--- src/rtl/sc_regselect_sequencer_if.sv ---
// Request/selection bus for sc_regselect_sequencer.
//   master : request source / decoder side (drives valid, code, clearAll, stall)
//   slave  : the sequencer (drives ready, selection, busy, error)
interface sc_regselect_sequencer_if #(
  parameter int DATAWIDTH_SELECTION = 4
);
  logic                           SC_REGSEL_reqValid_In;
  logic [DATAWIDTH_SELECTION-1:0] SC_REGSEL_reqCode_InBUS;
  logic                           SC_REGSEL_reqReady_Out;
  logic                           SC_REGSEL_clearAll_In;
  logic                           SC_REGSEL_stall_In;
  logic [DATAWIDTH_SELECTION-1:0] SC_REGSEL_selection_OutBUS;
  logic                           SC_REGSEL_busy_Out;
  logic                           SC_REGSEL_error_Out;

  modport master (
    output SC_REGSEL_reqValid_In, SC_REGSEL_reqCode_InBUS,
           SC_REGSEL_clearAll_In, SC_REGSEL_stall_In,
    input  SC_REGSEL_reqReady_Out, SC_REGSEL_selection_OutBUS,
           SC_REGSEL_busy_Out, SC_REGSEL_error_Out
  );

  modport slave (
    input  SC_REGSEL_reqValid_In, SC_REGSEL_reqCode_InBUS,
           SC_REGSEL_clearAll_In, SC_REGSEL_stall_In,
    output SC_REGSEL_reqReady_Out, SC_REGSEL_selection_OutBUS,
           SC_REGSEL_busy_Out, SC_REGSEL_error_Out
  );
endinterface

--- src/rtl/sc_regselect_sequencer.sv ---
// Register-selection code sequencer for the one-hot write-enable decoder.
// Buffers requested codes in a small FIFO and issues one per cycle on a
// registered output (0 = no register). A clear-all sweep drives 1..MAX_CODE.
// Ports:
//   SC_REGSEL_CLOCK_50    : clock, rising edge
//   SC_REGSEL_RESET_InLow : async active-low reset
//   bus (slave)           : request handshake, clearAll/stall controls,
//                           selection/busy/error outputs
module sc_regselect_sequencer #(
  parameter int DATAWIDTH_SELECTION = 4,
  parameter int FIFO_DEPTH          = 4,
  parameter int MAX_CODE            = 12
) (
  input  logic                    SC_REGSEL_CLOCK_50,
  input  logic                    SC_REGSEL_RESET_InLow,
  sc_regselect_sequencer_if.slave bus
);
  localparam int PW = (FIFO_DEPTH > 1) ? $clog2(FIFO_DEPTH) : 1;
  localparam int CW = PW + 1;

  typedef logic [DATAWIDTH_SELECTION-1:0] code_t;
  typedef enum logic {RUN, CLEAR} state_t;

  localparam code_t MAX_C = code_t'(MAX_CODE);

  state_t          state_q, state_d;
  code_t           cnt_q, cnt_d;     // sweep step to issue next
  code_t           sel_q, sel_d;
  logic            err_q, err_d;
  logic [PW-1:0]   wr_ptr_q, wr_ptr_d, rd_ptr_q, rd_ptr_d;
  logic [CW-1:0]   count_q, count_d;
  code_t           mem_q [FIFO_DEPTH];
  code_t           mem_d [FIFO_DEPTH];

  logic ready, accept, legal, push, pop;

  always_comb begin
    // Ready depends on registers only: no accept into a full FIFO even if
    // the head pops at the same edge.
    ready  = (state_q == RUN) && (count_q < CW'(FIFO_DEPTH));
    accept = bus.SC_REGSEL_reqValid_In & ready;
    legal  = (bus.SC_REGSEL_reqCode_InBUS != '0) &&
             (bus.SC_REGSEL_reqCode_InBUS <= MAX_C);
    push   = accept & legal;
    err_d  = accept & ~legal;

    state_d = state_q;
    cnt_d   = cnt_q;
    sel_d   = '0;
    pop     = 1'b0;

    if (state_q == RUN) begin
      if (bus.SC_REGSEL_clearAll_In) begin
        state_d = CLEAR;
        cnt_d   = code_t'(1);
      end else if (!bus.SC_REGSEL_stall_In && count_q != '0) begin
        sel_d = mem_q[rd_ptr_q];
        pop   = 1'b1;
      end
    end else if (!bus.SC_REGSEL_stall_In) begin
      // CLEAR: clearAll ignored; stall just freezes the step counter.
      sel_d = cnt_q;
      if (cnt_q == MAX_C) begin
        state_d = RUN;
        cnt_d   = code_t'(1);
      end else begin
        cnt_d = cnt_q + code_t'(1);
      end
    end

    mem_d = mem_q;
    if (push) mem_d[wr_ptr_q] = bus.SC_REGSEL_reqCode_InBUS;
    wr_ptr_d = wr_ptr_q + PW'(push);
    rd_ptr_d = rd_ptr_q + PW'(pop);
    count_d  = count_q + CW'(push) - CW'(pop);
  end

  always_ff @(posedge SC_REGSEL_CLOCK_50 or negedge SC_REGSEL_RESET_InLow) begin
    if (!SC_REGSEL_RESET_InLow) begin
      state_q  <= RUN;
      cnt_q    <= code_t'(1);
      sel_q    <= '0;
      err_q    <= 1'b0;
      wr_ptr_q <= '0;
      rd_ptr_q <= '0;
      count_q  <= '0;
      for (int i = 0; i < FIFO_DEPTH; i++) mem_q[i] <= '0;
    end else begin
      state_q  <= state_d;
      cnt_q    <= cnt_d;
      sel_q    <= sel_d;
      err_q    <= err_d;
      wr_ptr_q <= wr_ptr_d;
      rd_ptr_q <= rd_ptr_d;
      count_q  <= count_d;
      mem_q    <= mem_d;
    end
  end

  assign bus.SC_REGSEL_reqReady_Out     = ready;
  assign bus.SC_REGSEL_selection_OutBUS = sel_q;
  assign bus.SC_REGSEL_error_Out        = err_q;
  assign bus.SC_REGSEL_busy_Out         = (state_q == CLEAR) || (count_q != '0);
endmodule
--- src/flat_wrapper.sv ---
// flat-port wrapper written by rule: the top's interface ports become plain ports
module sc_regselect_sequencer_flat 
#(
  parameter int DATAWIDTH_SELECTION = 4,
  parameter int FIFO_DEPTH          = 4,
  parameter int MAX_CODE            = 12
)
  (SC_REGSEL_CLOCK_50, SC_REGSEL_RESET_InLow, bus_SC_REGSEL_reqValid_In, bus_SC_REGSEL_reqCode_InBUS, bus_SC_REGSEL_clearAll_In, bus_SC_REGSEL_stall_In, bus_SC_REGSEL_reqReady_Out, bus_SC_REGSEL_selection_OutBUS, bus_SC_REGSEL_busy_Out, bus_SC_REGSEL_error_Out);
  sc_regselect_sequencer_if #(.DATAWIDTH_SELECTION(DATAWIDTH_SELECTION)) bus_i ();
  input  logic SC_REGSEL_CLOCK_50;
  input  logic SC_REGSEL_RESET_InLow;
  input wire logic [$bits(bus_i.SC_REGSEL_reqValid_In)-1:0] bus_SC_REGSEL_reqValid_In;
  input wire logic [$bits(bus_i.SC_REGSEL_reqCode_InBUS)-1:0] bus_SC_REGSEL_reqCode_InBUS;
  input wire logic [$bits(bus_i.SC_REGSEL_clearAll_In)-1:0] bus_SC_REGSEL_clearAll_In;
  input wire logic [$bits(bus_i.SC_REGSEL_stall_In)-1:0] bus_SC_REGSEL_stall_In;
  output wire logic [$bits(bus_i.SC_REGSEL_reqReady_Out)-1:0] bus_SC_REGSEL_reqReady_Out;
  output wire logic [$bits(bus_i.SC_REGSEL_selection_OutBUS)-1:0] bus_SC_REGSEL_selection_OutBUS;
  output wire logic [$bits(bus_i.SC_REGSEL_busy_Out)-1:0] bus_SC_REGSEL_busy_Out;
  output wire logic [$bits(bus_i.SC_REGSEL_error_Out)-1:0] bus_SC_REGSEL_error_Out;
  assign bus_i.SC_REGSEL_reqValid_In = bus_SC_REGSEL_reqValid_In;
  assign bus_i.SC_REGSEL_reqCode_InBUS = bus_SC_REGSEL_reqCode_InBUS;
  assign bus_i.SC_REGSEL_clearAll_In = bus_SC_REGSEL_clearAll_In;
  assign bus_i.SC_REGSEL_stall_In = bus_SC_REGSEL_stall_In;
  assign bus_SC_REGSEL_reqReady_Out = bus_i.SC_REGSEL_reqReady_Out;
  assign bus_SC_REGSEL_selection_OutBUS = bus_i.SC_REGSEL_selection_OutBUS;
  assign bus_SC_REGSEL_busy_Out = bus_i.SC_REGSEL_busy_Out;
  assign bus_SC_REGSEL_error_Out = bus_i.SC_REGSEL_error_Out;
  sc_regselect_sequencer #(.DATAWIDTH_SELECTION(DATAWIDTH_SELECTION), .FIFO_DEPTH(FIFO_DEPTH), .MAX_CODE(MAX_CODE)) u_core (.SC_REGSEL_CLOCK_50(SC_REGSEL_CLOCK_50), .SC_REGSEL_RESET_InLow(SC_REGSEL_RESET_InLow), .bus(bus_i));
endmodule
--- config.mk ---
export PLATFORM = sky130hd
export DESIGN_NAME = sc_regselect_sequencer_flat
export DESIGN_NICKNAME = d
export VERILOG_FILES = /design/src/rtl/sc_regselect_sequencer_if.sv /design/src/rtl/sc_regselect_sequencer.sv /design/src/flat_wrapper.sv
export SDC_FILE = /design/constraint.sdc
export NUM_CORES = 1
export LEC_CHECK = 0
export BUFFER_PORTS_ARGS = -buffer_cell sky130_fd_sc_hd__buf_2
export CAP_MARGIN = 10
export CORE_UTILIZATION = 57
export CTS_CLUSTER_DIAMETER = 30
export DETAILED_ROUTE_END_ITERATION = 8
export PLACE_DENSITY = 0.76
export SLEW_MARGIN = 25
export SYNTH_ARGS = -nofsm -noshare
export SYNTH_HDL_FRONTEND = slang
export SYNTH_SLANG_ARGS = --single-unit
--- constraint.sdc ---
create_clock -name SC_REGSEL_CLOCK_50 -period 2.4 [get_ports SC_REGSEL_CLOCK_50]
set_clock_uncertainty 0.2 [all_clocks]
set_input_delay 0.12 -clock SC_REGSEL_CLOCK_50 [delete_from_list [all_inputs] [get_ports SC_REGSEL_CLOCK_50]]
set_output_delay 0.12 -clock SC_REGSEL_CLOCK_50 [all_outputs]
set_load 0.03 [all_outputs]
; Yosys cells after proc, flatten, opt, wreduce, memory -nomap -nowiden
; Index checks and enable logic that the tools add are counted.
[op_classes]
muxes = 21
reduce_logical = 10
n_lt_le_gt_ge = 5
n_bitwise = 7
eq_ne = 2
add_sub_neg = 5
[ops]
columns = operator, n
row1 = $mux 4, 11
row2 = $bwmux 16, 1
row3 = $bmux 4 s2, 1
row4 = $demux 4 s2, 1
row5 = $mux 1, 7
row6 = $ge 3x3->1 const B, 2
row7 = $not 2->3, 2
row8 = $add 2x1->2, 2
row9 = $add 4x1->4 const B, 1
row10 = $eq 4x4->1 const B, 1
row11 = $le 4x4->1 const B, 1
row12 = $logic_and 1x1->1, 4
row13 = $reduce_bool 4->1, 1
row14 = $add 3x1->3, 1
row15 = $and 1x1->1, 3
row16 = $lt 3x1->1 const B, 1
row17 = $lt 3x3->1 const B, 1
row18 = $reduce_bool 3->1, 1
row19 = $sub 3x1->3, 1
row20 = $ne 2x2->1 const B, 1
row21 = $not 1->1, 2
row22 = $reduce_and 2->1, 1
row23 = $reduce_bool 2->1, 1
row24 = $logic_not 1->1, 1
row25 = $logic_or 1x1->1, 1
[word_totals]
ff_bits = 33

; Depth between registers and ports, before layout
; Gate-level depths: netlist of run 1.
[depth]
ltp_word = 7
depth_mapped = 8
mapped_depth_nobuf = 7

; Least setup slack after synthesis of run 1
; OpenSTA, ideal clock, no wires.
[synth_path]
kind = register -> register
from = register u_core.state_q
to = register u_core.count_q[2]
period_less_slack_ps = 2128
arrival_time_ps = 1805
setup_ps = 123
required_time_ps = 2077
n_path_buf = 1
stages_incl_launch_ff = 8
setup_slack_ps = 272
cell_sequence = dfrtp_1 clkbuf_1 nor3_1 o31a_1 nand2b_1 fa_1 xnor2_1 xnor2_1
[synth_between]
elab_chain_len = 6
word_cells_on_any_way = 7
cone_classes = 2 x add/sub / 1 x mux / 3 x bitwise / 1 x reduce/logical
[synth_lines]
columns = item, line
row1 = start: declaration, sc_regselect_sequencer.sv:26  ; state_t state_q, state_d;
row2 = start signal: assignment, sc_regselect_sequencer.sv:89  ; state_q <= state_d;
row3 = $not 1->1, -
row4 = $logic_and 1x1->1, sc_regselect_sequencer.sv:40  ; ready = (state_q == RUN) && (count_q < CW'(FIFO_DEPTH));
row5 = $and 1x1->1, sc_regselect_sequencer.sv:41  ; accept = bus.SC_REGSEL_reqValid_In & ready;
row6 = $and 1x1->1, sc_regselect_sequencer.sv:44  ; push = accept & legal;
row7 = $add 3x1->3, sc_regselect_sequencer.sv:75  ; count_d = count_q + CW'(push) - CW'(pop);
row8 = $sub 3x1->3 *, sc_regselect_sequencer.sv:75
row9 = named net u_core.count_d[2], sc_regselect_sequencer.sv:31  ; logic [CW-1:0] count_q, count_d;
row10 = end signal: assignment, sc_regselect_sequencer.sv:95  ; count_q <= count_d;
row11 = end: declaration, sc_regselect_sequencer.sv:31
; The timed path passes the listed nets; every way through them passes the cells marked *.
; A chain may end at the register's enable or synchronous reset.

; Worst setup path after layout of run 1
[layout_path]
from = input port bus_SC_REGSEL_reqCode_InBUS[1]
to = register u_core.count_q[2]
[layout_between]
elab_chain_len = 5
word_cells_on_any_way = 6
cone_classes = 2 x add/sub / 1 x order compare / 1 x bitwise / 2 x reduce/logical
[layout_lines]
columns = item, line
row1 = start: declaration, flat_wrapper.sv:13  ; input wire logic [$bits(bus_i.SC_REGSEL_reqCode_InBUS)-1:0] bus_SC_REGSEL_reqCode_InBUS;
row2 = $le 4x4->1 / $reduce_bool 4->1 (equally long branches), "sc_regselect_sequencer.sv:43, sc_regselect_sequencer.sv:42"
row3 = $logic_and 1x1->1 *, sc_regselect_sequencer.sv:42  ; legal = (bus.SC_REGSEL_reqCode_InBUS != '0) &&
row4 = $and 1x1->1 *, sc_regselect_sequencer.sv:44
row5 = $add 3x1->3 *, sc_regselect_sequencer.sv:75
row6 = $sub 3x1->3 *, sc_regselect_sequencer.sv:75
row7 = named net u_core.count_d[2], sc_regselect_sequencer.sv:31
; Marks and branches as above.

==> results.yml, run 1 <==
run_status:
  status: "complete, but fails checks"
  violations: "negative setup slack"
clocking:
  insertion_delay_ps: 350
  cts_sinks: 33
  clk_path_buf_depth: 2
  clkTransAtPathRegs_ps: 110
  cts_max_level: 2
  cts_tree: "done"
  cts_root_buf: "clkbuf_4"
  cts_made_buffers: 5
grt:
  overflow: 0
  use_met3: 0.0944
  grt_pass1_wl_um: 4510
  grt_util_met2: 0.350
  grt_max_degree: 34
  antenna_found_initial: 0
  use_met1: 0.294
  track_usage: 0.235
  grt_pass1_vias: 973
  grt-busiest-layer: "met2"
die:
  start_util: 0.615
  fp.dieH_um: 54.4
  dieArea_mm2: 0.00296
  core_area_mm2: 0.00254
  row_count: 18
  fp.dieW_um: 54.4
  io-pin-count: 16
drt:
  finalWirelength_um: 2890
  vias: 1013
  wl_per_cell_um: 16.5
  ant_nets: 0
  dr.pass1.iters: 4
  via_per_inst: 5.79
  remaining_drc_errors: 0
  drtIter0Drc: 13
logic_synthesis:
  syn_nets: 129
  synth_area_per_cell_um2: 13.6
  yosysWarningCount: 0
  syn-instance-count: 115
  ys_ff_latch: 33
  yosysSeqAreaShare: 0.528
  ys_types: 35
  yosys.area.top_type: "dfrtp_1"
  netlist_area_mm2: 0.00157
  synth_top_cell_area_share: 0.512
  netlist_top_cells_area: "dfrtp_1, mux2_2, mux4_2, mux2_4, ha_1"
pwr:
  p_leak_uw: 0.000867
  power.density_mw_per_mm2: 922
  ir_worst_vdd_v: 0.000673
cells_and_area:
  instances_no_fill: 175
  antennaDiodeCount: 0
  nNetsFinal: 158
  drive_gt1_frac: 0.372
  syn_to_final_growth_pct: 18.0
setup_path:
  cp.required_ps: 2440
  max_stage_delay_ps: 530
  timing.rr.start: "u_core.count_q[2]"
  slowest_stage: "dlygate4sd3_1"
  arrival_ps: 2460
  startpoint_type: "input port"
  r2r_slack_ps: 120
  endpoint_kind: "flop"
  cp_max_fo: 3
  cp_cell_sequence: "dlygate4sd3_1 > buf_2 > or4_4 > and3_4 > ha_2 > fa_2 > xnor2_2 > xnor2_1"
  critPathLaunch: "bus_SC_REGSEL_reqCode_InBUS[1]"
  critPathKind: "input port to flop"
timing:
  holdWs_ps: 144
  finalSetupViolations: 1
  relSlewSlack: 0.518
  hold_viol: 0
  fin_crit_sh: 1.01
  slew_violations: 0
  tns_ps: -19.6
  worst_slew_pin_slew_ps: 723
  timing.final.ws_setup_ps: -19.6
  max_freq_mhz: 413
  fin_crit_ps: 2420
flow_run:
  cap_violations: 0
placement:
  place_ws_ps: 177
  place.detailed.hpwl_um: 2040
  dpl.cell_count: 158
  portBuffers: 15
  routabilityCongestion: 0.759
hold_path:
  hold_class: "input port to async pin"
[placed cells by master, fill, tap and decap left out, types with 2 or more instances in the layout]
master / n
nand2_1: 3
nand3_1: 2
dfrtp_1: 32
buf_2: 14
a22o_1: 4
nand4_1: 3
xnor2_1: 4
clkinv_2: 2
nor2_1: 4
o211ai_1: 2
dlygate4sd3_1: 10
inv_1: 4
ha_1: 3
a21oi_1: 3
o31ai_1: 2
clkbuf_4: 5
mux4_2: 4
nor2b_1: 5
buf_4: 2
mux2_2: 13
mux2_4: 4
[layer usage]
layer  vias to the layer above  part of all wire
li1                        483                 -
met1                       494              0.45
met2                        30              0.49
met3                         6             0.048
met4                         0             0.018
met5                         -                 0
[worst paths after layout]
| check | endpoint | cells past startpoint |
|---|---|---|
| setup / recovery | u_core.count_q[2] | 8 |
| hold / removal | u_core.mem_q[15] | 2 |
| setup reg to reg | u_core.count_q[2] | 6 |
| hold reg to reg | u_core.mem_q[5] | 1 |
| max in group asynchronous | u_core.state_q | 2 |
| min in group SC_REGSEL_CLOCK_50 | u_core.mem_q[5] | 1 |
[synth_stat cells]
master / count
mux2_4: 4
o31a_1: 1
o211ai_1: 2
a22o_1: 4
nor2b_1: 5
nand3_1: 2
or3b_2: 1
buf_2: 1
and3_2: 1
dfstp_2: 1
a32o_1: 1
nand2b_1: 1
o31ai_1: 2
nor2_1: 4
a21bo_2: 1
mux4_2: 4
mux2_2: 13
xor2_1: 1
ha_1: 4
nor3b_1: 1
nor3_1: 1
mux2i_1: 1
or4_1: 1
and3_1: 1
o311ai_0: 1
a21oi_1: 3
clkbuf_1: 3
and4bb_4: 1
fa_1: 1
a41oi_1: 1
xnor2_1: 5
nand2_1: 3
nand4_1: 3
inv_1: 4
dfrtp_1: 32
[critical path: cells and delay by family]
kind                     cells  cell delay [ps]
XOR/XNOR                     2              410
adder cells (fa/ha/maj)      2              550
buffers and inverters        2              660
AND/OR/NAND/NOR              2              720
[flip-flops by register name, indices dropped and copies added (netlist names)]
register and flops:
u_core.mem_q 16, u_core.bus.SC_REGSEL_selection_OutBUS 4, u_core.cnt_q 4, u_core.count_q 3, u_core.rd_ptr_q 2, u_core.wr_ptr_q 2
u_core.bus.SC_REGSEL_error_Out 1, u_core.state_q 1
[through the flow]
stage / utilization / instance area [µm²] / power (µW)
finish: 0.726 / 1850 / 1700
global route: 0.726 / 1850 / 1820
CTS: 0.720 / 1830 / 1680
detailed placement: 0.659 / 1680 / 1350
global placement: 0.659 / 1680 / 1310
floorplan: - / 1570 / 1200
[cells by family (layout without fill, tap and decap cells)]
logic type | Yosys count | after routing | synth area share
compound gates | 16 | 16 | 0.0807
mux | 22 | 22 | 0.196
xor+xnor | 6 | 6 | 0.0336
simple gates | 25 | 25 | 0.0967
fa+ha+maj | 5 | 5 | 0.0448
flops | 33 | 33 | 0.528
buf+inv | 8 | 38 | 0.0200
[report_power, final]
part	switching, µW	internal [µW]
combinational	226	293
clock	195	110
sequential	172	705
total	594	1110
[area by class of cell]
cell class	count	area (µm²)
sequential	33	827
multi-input combinational	74	727
fill	170	698
timing repair buffer	26	185
clock buffer	5	37.5
tap	30	37.5
clock inverter	3	17.5
inverter	4	15.0
[what timing repair did]
| action | in CTS | in global routing |
|---|---|---|
| endpoints found under the hold margin | 53 | 0 |
| hold buffers | 10 | 0 |
| setup endpoints to repair | 0 | 1 |
| gates resized for setup | 0 | 5 |
| buffers inserted | 0 | 0 |
Power figures use the tool's default switching activity.
==> inputs of run 2 (changes only) <==
--- a/config.mk
+++ b/config.mk
@@ -5,12 +5,13 @@
 export SDC_FILE = /design/constraint.sdc
 export NUM_CORES = 1
 export LEC_CHECK = 0
+export ABC_AREA = 1
 export BUFFER_PORTS_ARGS = -buffer_cell sky130_fd_sc_hd__buf_2
 export CAP_MARGIN = 10
-export CORE_UTILIZATION = 57
+export CORE_UTILIZATION = 58
 export CTS_CLUSTER_DIAMETER = 30
 export DETAILED_ROUTE_END_ITERATION = 8
-export PLACE_DENSITY = 0.76
+export PLACE_DENSITY = 0.77
 export SLEW_MARGIN = 25
 export SYNTH_ARGS = -nofsm -noshare
 export SYNTH_HDL_FRONTEND = slang
==> run 2 against run 1 <==
The flow now finishes without violations. First-iteration DRC count grew to 3.2 times the previous value. Cell area grew 4.9%. Clock power grew 22%. Register-to-register slack gained 30 ps. Non-clock buffer count shrank 1. Cell count grew 46%. Worst setup slack gained 170 ps. Wire length grew 20%. Sequential share of layout area shrank 2.1 points. Via count grew 39%. Sequential power shrank 3.8%. Maximum frequency grew 7.6%.
==> results.yml, run 2 <==
grt:
  grt_pass1_wl_um: 6040
  overflow: 0
  grt_max_degree: 34
  grt_pass1_vias: 1373
  track_usage: 0.253
  antenna_found_initial: 0
logic_synthesis:
  syn-instance-count: 196
  ys_types: 29
  netlist_area_mm2: 0.00170
  synth_area_per_cell_um2: 8.68
  synth_compound_area_frac: 0.0529
  ys_ff_latch: 33
  postSynth.asyncResetShare: 1.00
  yosysWarningCount: 0
  synth_flop_cell: "dfrtp_1"
  yosys.area.top_type: "dfrtp_1"
  synth-simple-area-share: 0.314
  yosys.area_share.adder: 0.0412
  syn_nets: 210
  netlist_top_cells_area: "dfrtp_1, nand2_1, nand4_1, inv_1, nand3_1"
  synth_top_cell_area_share: 0.471
  ys_top_cells_by_count: "nand2_1, dfrtp_1, inv_1, nand4_1, nand3_1"
  synth_top_family_by_area: "simple AND/OR/NAND/NOR gates"
  synth.area.mux_share: 0
  synth-edff-count: 0
  synth_xor_area_frac: 0.0257
  yosysSeqAreaShare: 0.486
  yosysMostFrequentCell: "nand2_1"
pwr:
  power.density_mw_per_mm2: 904
  ir_worst_vdd_v: 0.000934
  p_leak_uw: 0.000992
setup_path:
  arrival_ps: 2330
  r2r_end: "u_core.count_q[2]"
  cp.required_ps: 2480
  r2r_slack_ps: 150
  startpoint_type: "flop"
  timing.rr.start: "u_core.state_q"
  cp_max_fo: 6
  reg2reg_depth: 11
  endpoint_kind: "flop"
  critPathKind: "flop to flop"
timing:
  finalSetupViolations: 0
  timing.final.ws_setup_ps: 151
  worst_slew_pin_slew_ps: 720
  rsz0062_at_grt: "no"
  relSlewSlack: 0.520
  slew_violations: 0
  tns_ps: 0
  holdWs_ps: 141
  fin_crit_ps: 2250
  max_freq_mhz: 445
  fin_crit_sh: 0.937
  hold_viol: 0
die:
  io-pin-count: 16
  start_util: 0.617
  row_count: 19
  fp.dieW_um: 56.2
  fp.dieH_um: 56.2
  dieArea_mm2: 0.00315
  core_area_mm2: 0.00276
clocking:
  cts_sinks: 33
  cts_made_buffers: 5
  cts_tree: "done"
  cts_max_level: 2
  clkTransAtPathRegs_ps: 110
  insertion_delay_ps: 360
  cts_root_buf: "clkbuf_4"
  cts_resized: 0
  post_cts_buffers: 0
  clk_path_buf_depth: 2
placement:
  portBuffers: 15
  place.detailed.hpwl_um: 2390
  place_ws_ps: 174
  routabilityCongestion: 0.839
cells_and_area:
  final_common_cell: "nand2_1"
  largest_reg_flops: 16
  antennaDiodeCount: 0
  nNetsFinal: 237
  syn_to_final_growth_pct: 13.8
  fillers: 231
  final_cell_mix: "nand2_1, dfrtp_1, inv_1"
  drive_gt1_frac: 0.179
  regMostFlops: "u_core.mem_q"
drt:
  drtIter0Drc: 41
  via_per_inst: 5.51
  finalWirelength_um: 3480
  dr.pass1.iters: 4
  vias: 1406
  wl_per_cell_um: 13.6
  ant_nets: 0
  remaining_drc_errors: 0
flow_run:
  cap_violations: 0
hold_path:
  hold_class: "input port to async pin"
run_status:
  status: "finished clean"
==> run 2: where the power goes <==
| part | switching (µW) | internal [µW] |
|---|---|---|
| sequential | 146 | 699 |
| clock | 203 | 170 |
| combinational | 337 | 196 |
| total | 686 | 1060 |
==> run 2: worst max-delay path, stage by stage (launching register included) <==
cell,delay (ps)
dfrtp_1,440
inv_1,70
nand2_1,70
nor2_1,60
nand2_1,120
inv_2,80
nand2_1,100
o21ai_1,90
ha_1,200
fa_1,390
xnor2_1,190
xor2_1,180
==> run 2: worst max-delay path by stage <==
stage,startpoint,end,slack (ps)
2_1_floorplan,u_core.state_q,u_core.count_q[2],380
3_3_place_gp,u_core.state_q,u_core.count_q[2],320
3_5_place_dp,u_core.count_q[2],u_core.count_q[2],170
4_1_cts,u_core.count_q[2],u_core.count_q[2],150
5_1_grt,u_core.count_q[2],u_core.count_q[2],4
6_report,u_core.state_q,u_core.count_q[2],150
==> run 2: logic make-up after synthesis <==
family                   Yosys count
flip-flops                        33
AO/OA/AOI/OAI                     14
XOR/XNOR                           5
AND/OR/NAND/NOR                  110
buffers and inverters             29
adder cells (fa/ha/maj)            5
==> run 2: repair_timing <==
action,in CTS,in global routing
hold buffers,9,0
setup endpoints to repair,0,0
hold endpoints to repair,53,0
==> run 2: layout make-up <==
type,instances,area [µm²],share of cell area
clock buffers,7,65.1,0.0336
flip-flops and latches,33,827,0.427
repair buffers,25,173,0.0891
inverters,24,90.1,0.0465
clock inverters,1,5.00,0.00258
well taps,31,38.8,0.0200
multi-input cells,134,738,0.381
==> run 2: per-stage QoR <==
step,utilization,power [µW],instance area (µm²),std cells
final,0.702,1750,1940,255
after floorplan,-,1230,1700,196
after CTS,0.702,1750,1940,255
after detailed placement,0.644,1370,1780,238
after global routing,0.702,1870,1940,255
after global placement,0.644,1330,1780,238
==> run 2: layer usage <==
| layer | track usage | part of all wire |
|---|---|---|
| met1 | 0.341 | 0.48 |
| met2 | 0.364 | 0.42 |
| met3 | 0.0535 | 0.041 |
| met4 | 0.178 | 0.049 |
| met5 | 0 | 0 |
==> inputs of run 3 (changes only) <==
--- a/config.mk
+++ b/config.mk
@@ -8,10 +8,10 @@
 export ABC_AREA = 1
 export BUFFER_PORTS_ARGS = -buffer_cell sky130_fd_sc_hd__buf_2
 export CAP_MARGIN = 10
-export CORE_UTILIZATION = 58
+export CORE_UTILIZATION = 35
 export CTS_CLUSTER_DIAMETER = 30
 export DETAILED_ROUTE_END_ITERATION = 8
-export PLACE_DENSITY = 0.77
+export PLACE_DENSITY = 0.51
 export SLEW_MARGIN = 25
 export SYNTH_ARGS = -nofsm -noshare
 export SYNTH_HDL_FRONTEND = slang
==> run 3 against run 2 <==
Global-route usage decreased by 9.9 points. Wire length increased by 1.5%. Power increased by 0.84%. Critical path depth increased by 2. Via count decreased by 4.8%. Worst setup slack improved by 36 ps. Cell area increased by 0.58%. Count of clock-buffer cells in the layout decreased by 1. Clock power increased by 8.3%. Sequential share of layout area decreased by 0.25 points. Die area increased by 63%. Register-to-register slack improved by 60 ps. Largest power group unchanged.
==> results.yml, run 3 (synthesis results as in run 2) <==
run_status:
  status: "finished clean"
timing:
  hold_viol: 0
  fin_crit_sh: 0.922
  finalSetupViolations: 0
  relSlewSlack: 0.511
  slew_violations: 0
  tns_ps: 0
  worst_slew_pin_slew_ps: 734
  rsz0062_at_grt: "no"
  fin_crit_ps: 2210
  max_freq_mhz: 452
placement:
  dpl.cell_count: 261
  place.detailed.hpwl_um: 2470
  routabilityCongestion: 0.758
  portBuffers: 15
grt:
  grt_max_degree: 34
  antenna_found_initial: 0
  overflow: 0
  grt_pass1_wl_um: 6050
  track_usage: 0.154
  grt_pass1_vias: 1286
die:
  fp.dieW_um: 71.7
  fp.dieH_um: 71.7
  dieArea_mm2: 0.00514
  row_count: 25
  io-pin-count: 16
  start_util: 0.363
  core_area_mm2: 0.00469
cells_and_area:
  largest_reg_flops: 16
  syn_to_final_growth_pct: 14.5
  final_cell_mix: "nand2_1, dfrtp_1, inv_1"
  regArea_um2: 827
  final_common_cell: "nand2_1"
  antennaDiodeCount: 0
  multi_input_area_um2: 738
  regMostFlops: "u_core.mem_q"
  nNetsFinal: 234
  fillers: 489
  drive_gt1_frac: 0.176
  fin_util: 0.415
  instances_no_fill: 275
pwr:
  p_leak_uw: 0.000985
  ir_worst_vdd_v: 0.000423
  power.density_mw_per_mm2: 906
clocking:
  cts_tree: "done"
  cts_max_level: 2
  cts_root_buf: "clkbuf_8"
  cts_resized: 0
  post_cts_buffers: 0
  cts_hold_buffers: 6
  clk_path_buf_depth: 2
  cts_sinks: 33
  insertion_delay_ps: 280
  cts_made_buffers: 5
  clkTransAtPathRegs_ps: 70
hold_path:
  hold_class: "input port to flop"
  hold_start: "bus_SC_REGSEL_stall_In"
drt:
  ant_nets: 0
  dr.pass1.iters: 4
  vias: 1339
  remaining_drc_errors: 0
  via_per_inst: 4.87
  drtIter0Drc: 54
  finalWirelength_um: 3530
  wl_per_cell_um: 12.8
setup_path:
  startpoint_type: "input port"
  critPathKind: "input port to flop"
  cp.required_ps: 2410
  arrival_ps: 2220
  endpoint_kind: "flop"
  timing.rr.start: "u_core.state_q"
  critPathLaunch: "bus_SC_REGSEL_clearAll_In"
  cp_max_fo: 6
flow_run:
  cap_violations: 0
run 3: cell count changes in the layout (fill, tap and decap cells not counted), sizes merged:
cell         before  now
dlygate4sd3       9    6
clkinv            2    3
clkbuf            7    6
run 3: per-layer routing:
layer	up-vias	track usage	wire, µm
met4	0	0.0588	77
met2	31	0.242	1660
met5	-	0	0
met1	613	0.202	1670
met3	8	0.0450	128
li1	687	-	-
run 3: final cells by class:
| cell class | instances | share of cell area |
|---|---|---|
| timing repair buffer | 22 | 0.0732 |
| sequential | 33 | 0.425 |
| clock inverter | 2 | 0.00514 |
| inverter | 24 | 0.0462 |
| tap | 54 | 0.0347 |
| multi-input combinational | 134 | 0.379 |
| clock buffer | 6 | 0.0373 |
run 3: worst max-delay path: stages:
cell	delay (ps)
dlygate4sd3_1	520
buf_2	90
inv_1	40
nand2_1	70
nor2_1	60
nand2_1	110
inv_2	80
nand2_1	100
o21ai_1	90
ha_1	210
fa_1	380
xnor2_1	190
xor2_1	160
run 3: where the power goes:
group	switching (µW)	total, µW	internal (µW)
Sequential	141	840	700
Clock	202	403	201
Combinational	330	522	191
run 3: path summary, 6_finish.rpt:
kind,endpoint,slack [ps],cells after the start
min reg2reg,u_core.mem_q[13],270,2
min,u_core.rd_ptr_q[0],3,4
min in group asynchronous,u_core.mem_q[15],230,2
max reg2reg,u_core.count_q[2],210,11
max in group asynchronous,u_core.wr_ptr_q[1],1300,2
max,u_core.count_q[2],190,13
run 3: through the flow:
stage,setup WS [ps],total power [µW],area (µm²),hold slack (ps)
2_1_floorplan,377,1230,1700,-376
4_1_cts,175,1790,1950,5.86
3_5_place_dp,250,1370,1810,39.6
5_1_grt,14.1,1900,1950,42.5
3_3_place_gp,290,1370,1810,40.7
6_report,187,1770,1950,3.42
